`src/rtl/dap_sclk_burst_gen.sv`:
```
// Serial-clock generator with programmable divider, sample point, CPOL and N-period burst engine.
// Latency: register writes take effect next clk; first period starts the cycle after START; strobes align with sclk_out.
// Backpressure: none; register writes always complete, TIMING/COUNT writes are dropped while a burst is active.
module dap_sclk_burst_gen #(
    parameter int ADDRWIDTH = 12,
    parameter int BASE_ADDR = 0,
    parameter int DIV_WIDTH = 16,
    parameter int CNT_WIDTH = 16
) (
    input  logic                 clk,
    input  logic                 resetn,
    input  logic                 ahb_write_en,
    input  logic                 ahb_read_en,
    input  logic [ADDRWIDTH-1:0] ahb_addr,
    input  logic [31:0]          ahb_wdata,
    input  logic [3:0]           ahb_byte_strobe,
    output logic [31:0]          ahb_rdata,
    output logic                 sclk_out,
    output logic                 sclk_setup,
    output logic                 sclk_sample,
    output logic                 busy,
    output logic                 done
);

    localparam int WW = ADDRWIDTH - 2;
    localparam logic [ADDRWIDTH-1:0] BASE_VEC = ADDRWIDTH'(BASE_ADDR);

    typedef enum logic {
        S_IDLE = 1'b0,
        S_RUN  = 1'b1
    } state_t;

    state_t               state_q, state_d;
    logic                 en_q, en_d;
    logic                 cpol_q, cpol_d;
    logic [DIV_WIDTH-1:0] div_q, div_d;
    logic [DIV_WIDTH-1:0] sample_q, sample_d;
    logic [CNT_WIDTH-1:0] n_q, n_d;
    logic [CNT_WIDTH-1:0] rem_q, rem_d;
    logic [DIV_WIDTH:0]   cnt_q, cnt_d;
    logic                 done_q, done_d;
    logic                 sclk_q, sclk_d;
    logic                 setup_q, setup_d;
    logic                 samp_q, samp_d;

    logic [WW-1:0] widx;
    logic          sel_cr, sel_timing, sel_count, sel_status;
    logic          wr_cr, wr_timing, wr_count, wr_status;
    logic [31:0]   wmask;
    logic [31:0]   cr_cur, timing_cur, count_cur, status_cur;
    logic [31:0]   cr_new, timing_new, count_new;
    logic          start_wr, w1c, done_set, run_d;
    logic          unused_bits;

    assign widx       = ahb_addr[ADDRWIDTH-1:2] - BASE_VEC[ADDRWIDTH-1:2];
    assign sel_cr     = (widx == WW'(0));
    assign sel_timing = (widx == WW'(1));
    assign sel_count  = (widx == WW'(2));
    assign sel_status = (widx == WW'(3));
    assign wr_cr      = ahb_write_en & sel_cr;
    assign wr_timing  = ahb_write_en & sel_timing;
    assign wr_count   = ahb_write_en & sel_count;
    assign wr_status  = ahb_write_en & sel_status;

    assign wmask = {{8{ahb_byte_strobe[3]}}, {8{ahb_byte_strobe[2]}},
                    {8{ahb_byte_strobe[1]}}, {8{ahb_byte_strobe[0]}}};

    assign busy        = (state_q == S_RUN);
    assign done        = done_q;
    assign sclk_out    = sclk_q;
    assign sclk_setup  = setup_q;
    assign sclk_sample = samp_q;

    // Current register images, zero-extended to the 32-bit bus.
    always_comb begin
        cr_cur     = '0;
        cr_cur[0]  = en_q;
        cr_cur[1]  = cpol_q;
        timing_cur = '0;
        timing_cur[DIV_WIDTH-1:0] = div_q;
        timing_cur[16 +: DIV_WIDTH] = sample_q;
        count_cur  = '0;
        count_cur[CNT_WIDTH-1:0] = n_q;
        status_cur = '0;
        status_cur[0] = busy;
        status_cur[1] = done_q;
        status_cur[16 +: CNT_WIDTH] = rem_q;
    end

    // Byte-lane merge of write data into each register image.
    always_comb begin
        cr_new     = (cr_cur     & ~wmask) | (ahb_wdata & wmask);
        timing_new = (timing_cur & ~wmask) | (ahb_wdata & wmask);
        count_new  = (count_cur  & ~wmask) | (ahb_wdata & wmask);
    end

    assign unused_bits = ^{ahb_addr[1:0], cr_new, timing_new, count_new};

    // Next values of the software-visible fields; timing and count are frozen during a burst.
    always_comb begin
        en_d     = wr_cr ? cr_new[0] : en_q;
        cpol_d   = wr_cr ? cr_new[1] : cpol_q;
        div_d    = (wr_timing & ~busy) ? timing_new[DIV_WIDTH-1:0] : div_q;
        sample_d = (wr_timing & ~busy) ? timing_new[16 +: DIV_WIDTH] : sample_q;
        n_d      = (wr_count & ~busy) ? count_new[CNT_WIDTH-1:0] : n_q;
        start_wr = wr_cr & ahb_byte_strobe[0] & ahb_wdata[2];
        w1c      = wr_status & ahb_byte_strobe[0] & ahb_wdata[1];
    end

    // Burst FSM: phase counter, remaining-period counter and completion flag.
    always_comb begin
        state_d  = state_q;
        cnt_d    = cnt_q;
        rem_d    = rem_q;
        done_set = 1'b0;
        case (state_q)
            S_IDLE: begin
                if (start_wr && en_d) begin
                    state_d = S_RUN;
                    cnt_d   = '0;
                    rem_d   = n_d;
                end
            end
            S_RUN: begin
                if (!en_d) begin
                    // Abort: leave RUN before any further strobe is emitted.
                    state_d = S_IDLE;
                    cnt_d   = '0;
                end else if (cnt_q == {div_q, 1'b1}) begin
                    cnt_d = '0;
                    if (rem_q != '0) begin
                        rem_d = rem_q - 1'b1;
                        if (rem_q == CNT_WIDTH'(1)) begin
                            state_d  = S_IDLE;
                            done_set = 1'b1;
                        end
                    end
                end else begin
                    cnt_d = cnt_q + 1'b1;
                end
            end
            default: state_d = S_IDLE;
        endcase
        done_d = done_set | (done_q & ~w1c);
    end

    // Output strobes are derived from the next phase so that they line up with cnt_q.
    always_comb begin
        run_d   = (state_d == S_RUN);
        sclk_d  = cpol_d ^ (run_d && (cnt_d > {1'b0, div_d}));
        setup_d = run_d && (cnt_d == {div_d, 1'b1});
        samp_d  = run_d && (cnt_d == {1'b0, sample_d});
    end

    // State and register file update.
    always_ff @(posedge clk or negedge resetn) begin
        if (!resetn) begin
            state_q  <= S_IDLE;
            en_q     <= 1'b0;
            cpol_q   <= 1'b0;
            div_q    <= '0;
            sample_q <= '0;
            n_q      <= '0;
            rem_q    <= '0;
            cnt_q    <= '0;
            done_q   <= 1'b0;
            sclk_q   <= 1'b0;
            setup_q  <= 1'b0;
            samp_q   <= 1'b0;
        end else begin
            state_q  <= state_d;
            en_q     <= en_d;
            cpol_q   <= cpol_d;
            div_q    <= div_d;
            sample_q <= sample_d;
            n_q      <= n_d;
            rem_q    <= rem_d;
            cnt_q    <= cnt_d;
            done_q   <= done_d;
            sclk_q   <= sclk_d;
            setup_q  <= setup_d;
            samp_q   <= samp_d;
        end
    end

    // Combinational register read mux; unmapped words read zero.
    always_comb begin
        ahb_rdata = '0;
        if (ahb_read_en) begin
            if (sel_cr)          ahb_rdata = cr_cur;
            else if (sel_timing) ahb_rdata = timing_cur;
            else if (sel_count)  ahb_rdata = count_cur;
            else if (sel_status) ahb_rdata = status_cur;
        end
    end

endmodule

```
`config.mk`:
```
export PLATFORM = sky130hd
export DESIGN_NAME = dap_sclk_burst_gen
export DESIGN_NICKNAME = d
export VERILOG_FILES = /design/src/rtl/dap_sclk_burst_gen.sv
export SDC_FILE = /design/constraint.sdc
export NUM_CORES = 1
export LEC_CHECK = 0
export ABC_AREA = 1
export CAP_MARGIN = 10
export CORE_AREA = 2 2 102 128
export DETAILED_ROUTE_END_ITERATION = 10
export DIE_AREA = 0 0 104 130
export GPL_TIMING_DRIVEN = 1
export HOLD_SLACK_MARGIN = 0.05
export PLACE_DENSITY_LB_ADDON = 0.12
export SLEW_MARGIN = 5
export SYNTH_ARGS = -nofsm -noshare
export SYNTH_HDL_FRONTEND = slang
export SYNTH_SLANG_ARGS = --single-unit
```
`constraint.sdc`:
```
create_clock -name clk -period 5.18 [get_ports clk]
set_input_delay 1.036 -clock clk [delete_from_list [all_inputs] [get_ports clk]]
set_output_delay 1.036 -clock clk [all_outputs]
set_load 0.05 [all_outputs]
```
; ---- Word-level counts from Yosys, hierarchy flattened
; Cells that the tools add are included.
[word_totals]
wordCells = 86
in_bits = 52
ff_bits = 88
[op_classes]
n_eq_ne = 11
reduce_logical = 7
muxes = 30
n_bitwise = 23
n_addsub = 2
n_lt_le_gt_ge = 1
[op_table]
columns = cell, count
row1 = 32-bit two-way mux, 5
row2 = 16-bit two-way mux, 7
row3 = 32-bit AND, 2
row4 = 17-bit two-way mux, 3
row5 = 17-bit == test, 2
row6 = 17-bit case mux with 2 select lines, 1
row7 = 32-bit NOT, 1
row8 = 32-bit bitwise OR, 1
row9 = 16-bit case mux with 2 select lines, 1
row10 = 10-bit by 2-bit == test with 1-bit output (second input constant), 2
row11 = 17-bit by 1-bit adder with 17-bit output (second input constant), 1
row12 = 17-bit by 16-bit == test with 1-bit output, 1
row13 = 17-bit by 16-bit > comparator with 1-bit output, 1
row14 = 16-bit AND, 1
row15 = 16-bit by 1-bit == test with 1-bit output (second input constant), 1
row16 = 16-bit bitwise OR, 1
row17 = 16-bit nonzero test, 1
row18 = 16-bit by 1-bit subtractor with 16-bit output (second input constant), 1
row19 = 1-bit two-way mux, 12
row20 = 1-bit AND, 11
row21 = 10-bit by 1-bit == test with 1-bit output (second input constant), 1
row22 = 10-bit zero test, 1
row23 = 2-bit by 1-bit inequality test with 1-bit output (second input constant), 4
row24 = 1-bit logical AND, 4
row25 = 7 further kinds, 8

; ---- Logic depth before layout (Yosys ltp)
[logic_depth]
depth_word = 10
depth_mapped = 27
depth_no_buf = 26

; ---- Worst setup path before layout
; OpenSTA, ideal clock, no wires.
[synth_path]
path_type = input port to output port
startpoint = in ahb_addr[7]
endpoint = out ahb_rdata[0]
t_required_ps = 4144
slack_ps = 1253
arrival_ps = 2891
cell_stages = 9
cell_sequence = nor2_1 nand2_1 nor2_4 buf_2 nand3_1 clkbuf_1 o211ai_1 o211ai_1 a21oi_1
[synth_between]
elab_chain_cells = 6
elab_cells_between_ends = 9
cone_classes = 3 x eq/ne / 5 x mux / 1 x reduce/logical
[synth_lines]
columns = item, line
row1 = from (decl), 14  ; input logic [ADDRWIDTH-1:0] ahb_addr,
row2 = 10-bit by 2-bit == test with 1-bit output, 59  ; assign sel_status = (widx == WW'(3));
row3 = 32-bit two-way mux, 193  ; else if (sel_status) ahb_rdata = status_cur;
row4 = 32-bit two-way mux, 192  ; else if (sel_count) ahb_rdata = count_cur;
row5 = 32-bit two-way mux, 191  ; else if (sel_timing) ahb_rdata = timing_cur;
row6 = 32-bit two-way mux *, 190  ; if (sel_cr) ahb_rdata = cr_cur;
row7 = 32-bit two-way mux *, 189  ; if (ahb_read_en) begin
row8 = to (decl), 17  ; output logic [31:0] ahb_rdata,
; Mark *: on every way between the ends. The rest lies on a longest branch, timed or not.

; ---- Final worst setup path
[layout_path]
startpoint = in ahb_addr[9]
endpoint = out ahb_rdata[14]
[layout_between]
elab_chain_cells = 5
elab_cells_between_ends = 7
cone_classes = 2 x eq/ne / 4 x mux / 1 x reduce/logical
[layout_lines]
columns = item, line
row1 = 10-bit by 2-bit == test with 1-bit output, 58  ; assign sel_count = (widx == WW'(2));
row2 = 32-bit two-way mux, 192
row3 = 32-bit two-way mux, 191
row4 = 32-bit two-way mux *, 190
row5 = 32-bit two-way mux *, 189
; Marks and branches as above.

==> results.toml <==
[outcome]
status = "finished, final reports clean"

[critical_path]
critPathKind = "in2out"
slowest_stage = "clkdlybuf4s50_1"
path_buf_inv = 3
path_max_fanout = 15
path_cells = "clkdlybuf4s50_1 -> nor2_1 -> nand2_1 -> nor2_4 -> nand2_1 -> o22ai_1 -> inv_1 -> nor2_1 -> clkdlybuf4s50_1"
arrival_ns = 3.39
cp_top_family = "buffers and inverters"
startpoint_type = "primary input"
cp_slowest_stage_delay_ns = 0.84
worstPathRequired_ns = 4.14
endpoint_kind = "output port"

[synthesis]
ys.flop_type = "dfrtp_1"
yosys.area.top_type = "dfrtp_1"
synth-edff-count = 0
netlist_area_um2 = 6530
ys.warnings.count = 0
synth_cell_type_count = 38
netlist.area_leader.share_pct = 33.7
synthCells = 1008
synthTopCellsByArea = "dfrtp_1, nand2_1, inv_1, nor2_1, nand3_1"
avgSynthCellArea_um2 = 6.48
synthArstFlopShare_pct = 100
synth_nets = 1079
ys_ff_latch = 88
yosysMostFrequentCell = "nand2_1"
yosysSeqAreaShare_pct = 33.7
netlist_top_cells_count = "nand2_1, inv_1, nor2_1, dfrtp_1, nand3_1"

[die]
die_w_um = 104
rows = 46
core_um2 = 12400
ios = 89
initial_utilization_pct = 52.5
dieArea_um2 = 13500
die_h_um = 130

[pwr]
peakVddDrop_uv = 133
p_clk_share_pct = 43.9
p_per_area_nw_per_um2 = 176
p_int_uw = 1070
leakage_uw = 0.00396
power_frac_seq_pct = 48.5
netSwitchingPower_uw = 364
p_total_uw = 1430
power_switching_share_pct = 25.4
comb_power_share_pct = 7.5

[routing]
ant_nets = 0
wire_per_inst_um = 18.1
drt-total-wl_mm = 22.8
via_count = 6934
drt-vias-per-instance = 5.49
dr.pass1.iters = 5
drtIter0Drc = 505
drc = 0

[cts]
cts_resized = 0
postCtsSetupBuffers = 0
clk_pin_slew_ns = 0.07
clk_latency_ns = 0.34
clock_sink_count = 88
clockBufferDepth = 2
cts_htree_levels = 3
cts_buffers = 9
ctsHoldBuffers = 0
cts_tree = "built"
clockRootBuffer = "clkbuf_16"

[hold_path]
hold_path_class = "reg2reg"

[layout]
nets = 1161
multiInputGateArea_um2 = 3540
diodes = 0
final_core_util_pct = 65.3
n_fill_cell = 1190
drive_above_1_share_pct = 8.49
area_growth_pct = 24.3
seqCellArea_um2 = 2200

[global_route]
grt_max_degree = 54
use_met2_pct = 58.6
grt_use_met1_pct = 42.3
overflow = 0
antenna_found_initial = 0
grt_pass1_vias = 6477
use_met3_pct = 4.85
grt_pass1_wl_mm = 35.3
globalRouteTotalUtil_pct = 34.1
busiest_layer = "met2"

[sta]
setup_viol = 0
fin_skew_ns = 0.00791
slew-limit-headroom_pct = 43.7
finalCritPeriodShare_pct = 85.5
slew_viol_final = 0
finalSetupTns_ns = 0
holdWs_ns = 0.550
fmax_mhz = 226
period_minus_slack_ns = 4.43
hold_viol_final = 0
rsz0062_at_grt = "no"
worst_pin_slew_ns = 0.844

[place]
port-buffer-count = 86
place.gp.congestion = 0.961
place_hpwl_mm = 18.1

[job]
maxCapViolCount = 0
-- power groups by stage --
stage	combinational, uW	sequential, uW	clock (uW)
4_1_cts	107	695	634
3_5_place_dp	107	708	0
6_report	108	695	629
3_3_place_gp	106	708	0
2_1_floorplan	39.5	707	0
5_1_grt	118	695	664
-- per-stage QoR --
stage               area [um2]  setup WS [ns]  cells
finish                    8120          0.751   1263
global route              8120          0.504   1263
CTS                       8120          0.737   1263
detailed placement        7840          0.652   1247
global placement          7840          0.675   1247
floorplan                 6530           1.25   1008
-- state kept, by name, summed over array words and instances (netlist names) --
signal,count
sclk_setup,1
rem_q,16
sclk_sample,1
cnt_q,17
cpol_q,1
sample_q,16
n_q,16
sclk_out,1
done,1
div_q,16
busy,1
en_q,1
-- placed cells by master (no fill, tap or decap), types with 3 or more instances in the layout --
cell type	n
clkdlybuf4s50_1	55
nor3_1	8
dfrtp_1	88
nand3_1	71
o21ai_0	44
o22ai_1	53
nand3_2	4
nand3b_1	4
nor2_2	9
nand4_1	12
clkinvlp_4	4
nand2_2	8
buf_4	15
xor2_1	17
inv_2	3
o21ai_1	4
buf_12	29
nor4_1	3
nand2_1	277
a31oi_1	11
a21oi_1	24
clkbuf_16	9
nor2_1	137
inv_1	167
ha_1	19
-- logic make-up after synthesis --
logic type      after synthesis  synth area share [%]
fa+ha+maj                    19                  3.64
compound gates              145                  13.1
xor+xnor                     17                  2.28
flops                        88                  33.7
simple gates                540                  35.2
buf+inv                     199                  12.1
-- metal layers --
layer / up-vias / wire length [um]
met5: - / 0
met2: 283 / 11000
met4: 0 / 1140
li1: 3389 / -
met3: 63 / 1420
met1: 3199 / 9220
-- tightest hold or removal path: cells and delay by family, from the launching register on --
| kind | cells | cell delay (ns) |
|---|---|---|
| compound gates | 1 | 0.12 |
| flops | 1 | 0.34 |
| simple gates | 1 | 0.05 |
-- layout make-up --
class                      count  area share [%]
multi-input combinational    721            43.6
inverter                     171            7.94
clock buffer                   9            2.77
tap                          168            2.59
clock inverter                 7           0.693
timing repair buffer          99            15.3
sequential                    88            27.1
-- path summary, 6_finish.rpt --
path                             startpoint       endpoint  slack (ns)  depth (start not counted)
worst max-delay path            ahb_addr[9]  ahb_rdata[14]        0.75                          9
worst min-delay path              rem_q[15]      rem_q[15]        0.55                          2
worst max register to register         busy       sclk_out        1.33                         17
worst min register to register    rem_q[15]      rem_q[15]        0.55                          2
max in group asynchronous            resetn         n_q[8]        3.46                          2
min in group asynchronous            resetn       rem_q[2]        0.76                          1
Note: power is estimated with default switching activity, not from simulation.
==> variant 1: new RTL, config.mk and constraints unchanged <==
Add an input register stage for `ahb_write_en`, `ahb_read_en`, `ahb_addr`, `ahb_wdata` and `ahb_byte_strobe`, cleared by the reset; this delays them by one clock.
--- a/src/rtl/dap_sclk_burst_gen.sv
+++ b/src/rtl/dap_sclk_burst_gen.sv
@@ -31,4 +31,26 @@
     } state_t;
 
+    logic ahb_write_en_q;
+    logic ahb_read_en_q;
+    logic [ADDRWIDTH-1:0] ahb_addr_q;
+    logic [31:0] ahb_wdata_q;
+    logic [3:0] ahb_byte_strobe_q;
+
+    always_ff @(posedge clk or negedge resetn) begin
+        if (!resetn) begin
+            ahb_write_en_q    <= '0;
+            ahb_read_en_q     <= '0;
+            ahb_addr_q        <= '0;
+            ahb_wdata_q       <= '0;
+            ahb_byte_strobe_q <= '0;
+        end else begin
+            ahb_write_en_q    <= ahb_write_en;
+            ahb_read_en_q     <= ahb_read_en;
+            ahb_addr_q        <= ahb_addr;
+            ahb_wdata_q       <= ahb_wdata;
+            ahb_byte_strobe_q <= ahb_byte_strobe;
+        end
+    end
+
     state_t               state_q, state_d;
     logic                 en_q, en_d;
@@ -53,16 +75,16 @@
     logic          unused_bits;
 
-    assign widx       = ahb_addr[ADDRWIDTH-1:2] - BASE_VEC[ADDRWIDTH-1:2];
+    assign widx       = ahb_addr_q[ADDRWIDTH-1:2] - BASE_VEC[ADDRWIDTH-1:2];
     assign sel_cr     = (widx == WW'(0));
     assign sel_timing = (widx == WW'(1));
     assign sel_count  = (widx == WW'(2));
     assign sel_status = (widx == WW'(3));
-    assign wr_cr      = ahb_write_en & sel_cr;
-    assign wr_timing  = ahb_write_en & sel_timing;
-    assign wr_count   = ahb_write_en & sel_count;
-    assign wr_status  = ahb_write_en & sel_status;
-
-    assign wmask = {{8{ahb_byte_strobe[3]}}, {8{ahb_byte_strobe[2]}},
-                    {8{ahb_byte_strobe[1]}}, {8{ahb_byte_strobe[0]}}};
+    assign wr_cr      = ahb_write_en_q & sel_cr;
+    assign wr_timing  = ahb_write_en_q & sel_timing;
+    assign wr_count   = ahb_write_en_q & sel_count;
+    assign wr_status  = ahb_write_en_q & sel_status;
+
+    assign wmask = {{8{ahb_byte_strobe_q[3]}}, {8{ahb_byte_strobe_q[2]}},
+                    {8{ahb_byte_strobe_q[1]}}, {8{ahb_byte_strobe_q[0]}}};
 
     assign busy        = (state_q == S_RUN);
@@ -90,10 +112,10 @@
     // Byte-lane merge of write data into each register image.
     always_comb begin
-        cr_new     = (cr_cur     & ~wmask) | (ahb_wdata & wmask);
-        timing_new = (timing_cur & ~wmask) | (ahb_wdata & wmask);
-        count_new  = (count_cur  & ~wmask) | (ahb_wdata & wmask);
-    end
-
-    assign unused_bits = ^{ahb_addr[1:0], cr_new, timing_new, count_new};
+        cr_new     = (cr_cur     & ~wmask) | (ahb_wdata_q & wmask);
+        timing_new = (timing_cur & ~wmask) | (ahb_wdata_q & wmask);
+        count_new  = (count_cur  & ~wmask) | (ahb_wdata_q & wmask);
+    end
+
+    assign unused_bits = ^{ahb_addr_q[1:0], cr_new, timing_new, count_new};
 
     // Next values of the software-visible fields; timing and count are frozen during a burst.
@@ -104,6 +126,6 @@
         sample_d = (wr_timing & ~busy) ? timing_new[16 +: DIV_WIDTH] : sample_q;
         n_d      = (wr_count & ~busy) ? count_new[CNT_WIDTH-1:0] : n_q;
-        start_wr = wr_cr & ahb_byte_strobe[0] & ahb_wdata[2];
-        w1c      = wr_status & ahb_byte_strobe[0] & ahb_wdata[1];
+        start_wr = wr_cr & ahb_byte_strobe_q[0] & ahb_wdata_q[2];
+        w1c      = wr_status & ahb_byte_strobe_q[0] & ahb_wdata_q[1];
     end
 
@@ -187,5 +209,5 @@
     always_comb begin
         ahb_rdata = '0;
-        if (ahb_read_en) begin
+        if (ahb_read_en_q) begin
             if (sel_cr)          ahb_rdata = cr_cur;
             else if (sel_timing) ahb_rdata = timing_cur;
Check against the original RTL: not equivalent (Yosys sat finds a counterexample within 4 cycles, from zero or initial values and one cycle with resetn low).
==> variant 1 against the original RTL <==
Via count up 6.6%; synthesized area increased by 18%; fmax is 1.6% higher; global-route usage is 1.0 points higher; design area increased by 15%; wire length up 0.54%; combinational power is 4% higher; critical path depth decreased by 1; sequential cell count rose by 48; power up 75%; clock skew is 0.00087 ns lower; worst setup slack improved by 0.072 ns; synthesized cell count grew 4.6%; register-to-register slack got worse by 0.07 ns.
==> variant 1: results (changes against the original RTL) <==
Outcome
  • Run status: completed (unchanged)

GRT
  • Largest net degree at the start of global routing: 112 (was 54)
  • First-pass GRT wire length: 36,100 microns (was 35,300 microns)
  • M3 GR Usage: 7.74% (was 4.85%)
  • Vias in the first global route: 6,948 (was 6,477)
  • Tot GR Track Use: 35.2% (was 34.1%)

Layout
  • Share of cells above drive strength 1: 5.91% (was 8.49%)
  • Layout fillers: 965 (was 1,190)

STA
  • Hold slack: 0.498 ns (was 0.550 ns)
  • Clk_skew: 0.00703 ns (was 0.00791 ns)

Min path
  • Hold Path End: sample_q[2] (was rem_q[15])
  • Hold Startpoint: ahb_wdata_q[18] (was rem_q[15])

Critical path
  • Crit path max-delay family: simple AND/OR/NAND/NOR gates (was buffers and inverters)
  • FF-to-FF Start: ahb_addr_q[7] (was busy)
  • Max FO, Critical Path: 17 (was 15)
  • WS Path Type: reg -> out (was in -> out)
  • Crit path to: ahb_rdata[24] (was ahb_rdata[14])
  • Critical Path AT: 3.32 ns (was 3.39 ns)

Yosys
  • Post-synth top cells: nand2_1, inv_1, dfrtp_1 (was nand2_1, inv_1, nor2_1)
  • Synth Area in Adders: 3.07% (was 3.64%)
  • Unique cell type count in the Yosys netlist: 44 (was 38)
  • Syn Area/Cell: 7.34 sq um (was 6.48 sq um)
  • Dominant cells by area after synthesis: dfrtp_1, nand2_1, inv_1 (unchanged)
  • Syn nets: 1,125 (was 1,079)
  • Synth Area in Compound Gates: 12.7% (was 13.1%)

Placement
  • Post-DP HPWL: 17,300 microns (was 18,100 microns)
  • Cell area after placement: 0.00870 sq mm (was 0.00784 sq mm)

Detailed routing
  • Via count: 7,395 (was 6,934)
  • Drt wl/cell: 17.4 microns (was 18.1 microns)
  • Met2 WL: 11,200 microns (was 11,000 microns)
  • Initial DRC count: 569 (was 505)

CTS
  • Worst-Skew Late Latency: 0.43 ns (was 0.34 ns)
  • Htree depth: 4 (was 3)
[variant 1: changes by cell type in the layout (fill, tap and decap cells not counted), sizes merged, moves of 4 or more]
cell | before | now
dfrtp | 88 | 136
buf | 44 | 6
clkdlybuf4s50 | 55 | 85
o21ai | 48 | 70
nor2 | 147 | 136
clkbuf | 9 | 19
nand2 | 285 | 279
xor2 | 17 | 11
nor3 | 8 | 3
bufinv | 0 | 4
clkinv | 1 | 5
nand4 | 15 | 19
o22ai | 53 | 49
[variant 1: where the power goes]
group	internal, W	total (W)	switching (W)	leakage, nW
registers	0.00109	0.00110	0.0000126	1.79
logic	0.0000468	0.000112	0.0000652	2.28
clock network	0.000812	0.00130	0.000487	0.295
total	0.00194	0.00251	0.000565	4.37
[variant 1: area by class of cell]
cell class	instances	share of cell area, %
multi-input combinational	718	37.9
inverter	173	6.97
clock buffer	19	4.64
sequential	136	36.5
clock inverter	13	2.09
tap	168	2.25
timing repair buffer	91	9.64
==> variant 2: new RTL, same flow settings <==
Made on the original files. The parameter `DIV_WIDTH` goes from 16 to 12.
--- a/src/rtl/dap_sclk_burst_gen.sv
+++ b/src/rtl/dap_sclk_burst_gen.sv
@@ -5,5 +5,5 @@
     parameter int ADDRWIDTH = 12,
     parameter int BASE_ADDR = 0,
-    parameter int DIV_WIDTH = 16,
+    parameter int DIV_WIDTH = 12,
     parameter int CNT_WIDTH = 16
 ) (
Behaviour: not the same (a bounded check fails within 4 cycles, from zero or initial values and one cycle with resetn low).
==> variant 2 against the original RTL <==
Via count is 18% lower; register-to-register slack better by 0.43 ns; synthesized area is 13% lower; design area is 16% lower; sequential share of layout area is 0.73 points higher; critical endpoint is now ahb_rdata[6]; worst setup slack worse by 0.21 ns; fmax is 4.4% lower; sequential cell count is 12 lower; wire length is 21% lower; count of clock-buffer cells in the layout is 3 higher; largest cell class unchanged; largest power group is now clock; power is 6.2% lower.
==> variant 2: results (changes against the original RTL) <==
Detailed routing
  • Met3 Routed Length: 765 microns (was 1420 microns)
  • Routed wire length: 18,000 microns (was 22,800 microns)
  • Via count: 5,703 (was 6,934)
  • Drt wl/cell: 16.7 microns (was 18.1 microns)

Layout
  • Layout fillers: 1,281 (was 1,190)
  • Share of cells above drive strength 1: 10.5% (was 8.49%)

GRT
  • Vias in the first global route: 5,511 (was 6,477)
  • Met1 Track Usage GR: 32.7% (was 42.3%)
  • Largest net degree at the start of global routing: 77 (was 54)
  • M3 GR Usage: 3.70% (was 4.85%)

Power and ir drop
  • Switching Share: 23.6% (was 25.4%)
  • Comb pwr share: 7.2% (was 7.5%)
  • PwrDens: 197 mW/mm^2 (was 176 mW/mm^2)

Min path
  • Hold Path End: sample_q[4] (was rem_q[15])
  • Hold Startpoint: sample_q[4] (was rem_q[15])

Critical path
  • Critical path startpoint: ahb_addr[11] (was ahb_addr[9])
  • Max incr delay on CP: 0.86 ns (was 0.84 ns)
  • Max FO, Critical Path: 19 (was 15)

Yosys
  • Unique cell type count in the Yosys netlist: 47 (was 38)
  • Post-synth top cells: nand2_1, inv_1, nor2_1 (unchanged)
  • Register area share after synthesis: 33.6% (was 33.7%)

Placement
  • Cells after DPL: 1,063 (was 1,247)
  • Global placer's final weighted congestion: 0.953 (was 0.961)

Outcome
  • Run status: completed (unchanged)

STA
  • Fin crit share: 89.5% (was 85.5%)
==> variant 2: cell type report <==
| type | instances | share of cell area (%) |
|---|---|---|
| Clock inverter | 4 | 0.715 |
| Multi-Input combinational cell | 620 | 46.5 |
| Sequential cell | 76 | 27.8 |
| Inverter | 112 | 6.27 |
| Tap cell | 168 | 3.08 |
| Timing Repair Buffer | 87 | 12.0 |
| Clock buffer | 12 | 3.61 |
==> variant 2: worst register-to-register path, delay by kind of cell, from the launching register on <==
kind                     cells  cell delay, ns
AND/OR/NAND/NOR             11            1.25
XOR/XNOR                     1            0.22
AO/OA/AOI/OAI                1            0.13
adder cells (fa/ha/maj)      1            0.37
flip-flops                   1            0.36
buffers and inverters        3            1.00
==> variant 2: cells by family after synthesis <==
kind of cell / after synthesis / share of synthesized area [%]
xor gates and xnor gates: 14 / 2.17
DFF: 76 / 33.6
and+or+nand+nor: 459 / 36.0
adders and majority gates: 15 / 3.32
AOI/OAI and AO/OA: 132 / 14.6
buffers and inverters: 138 / 10.2
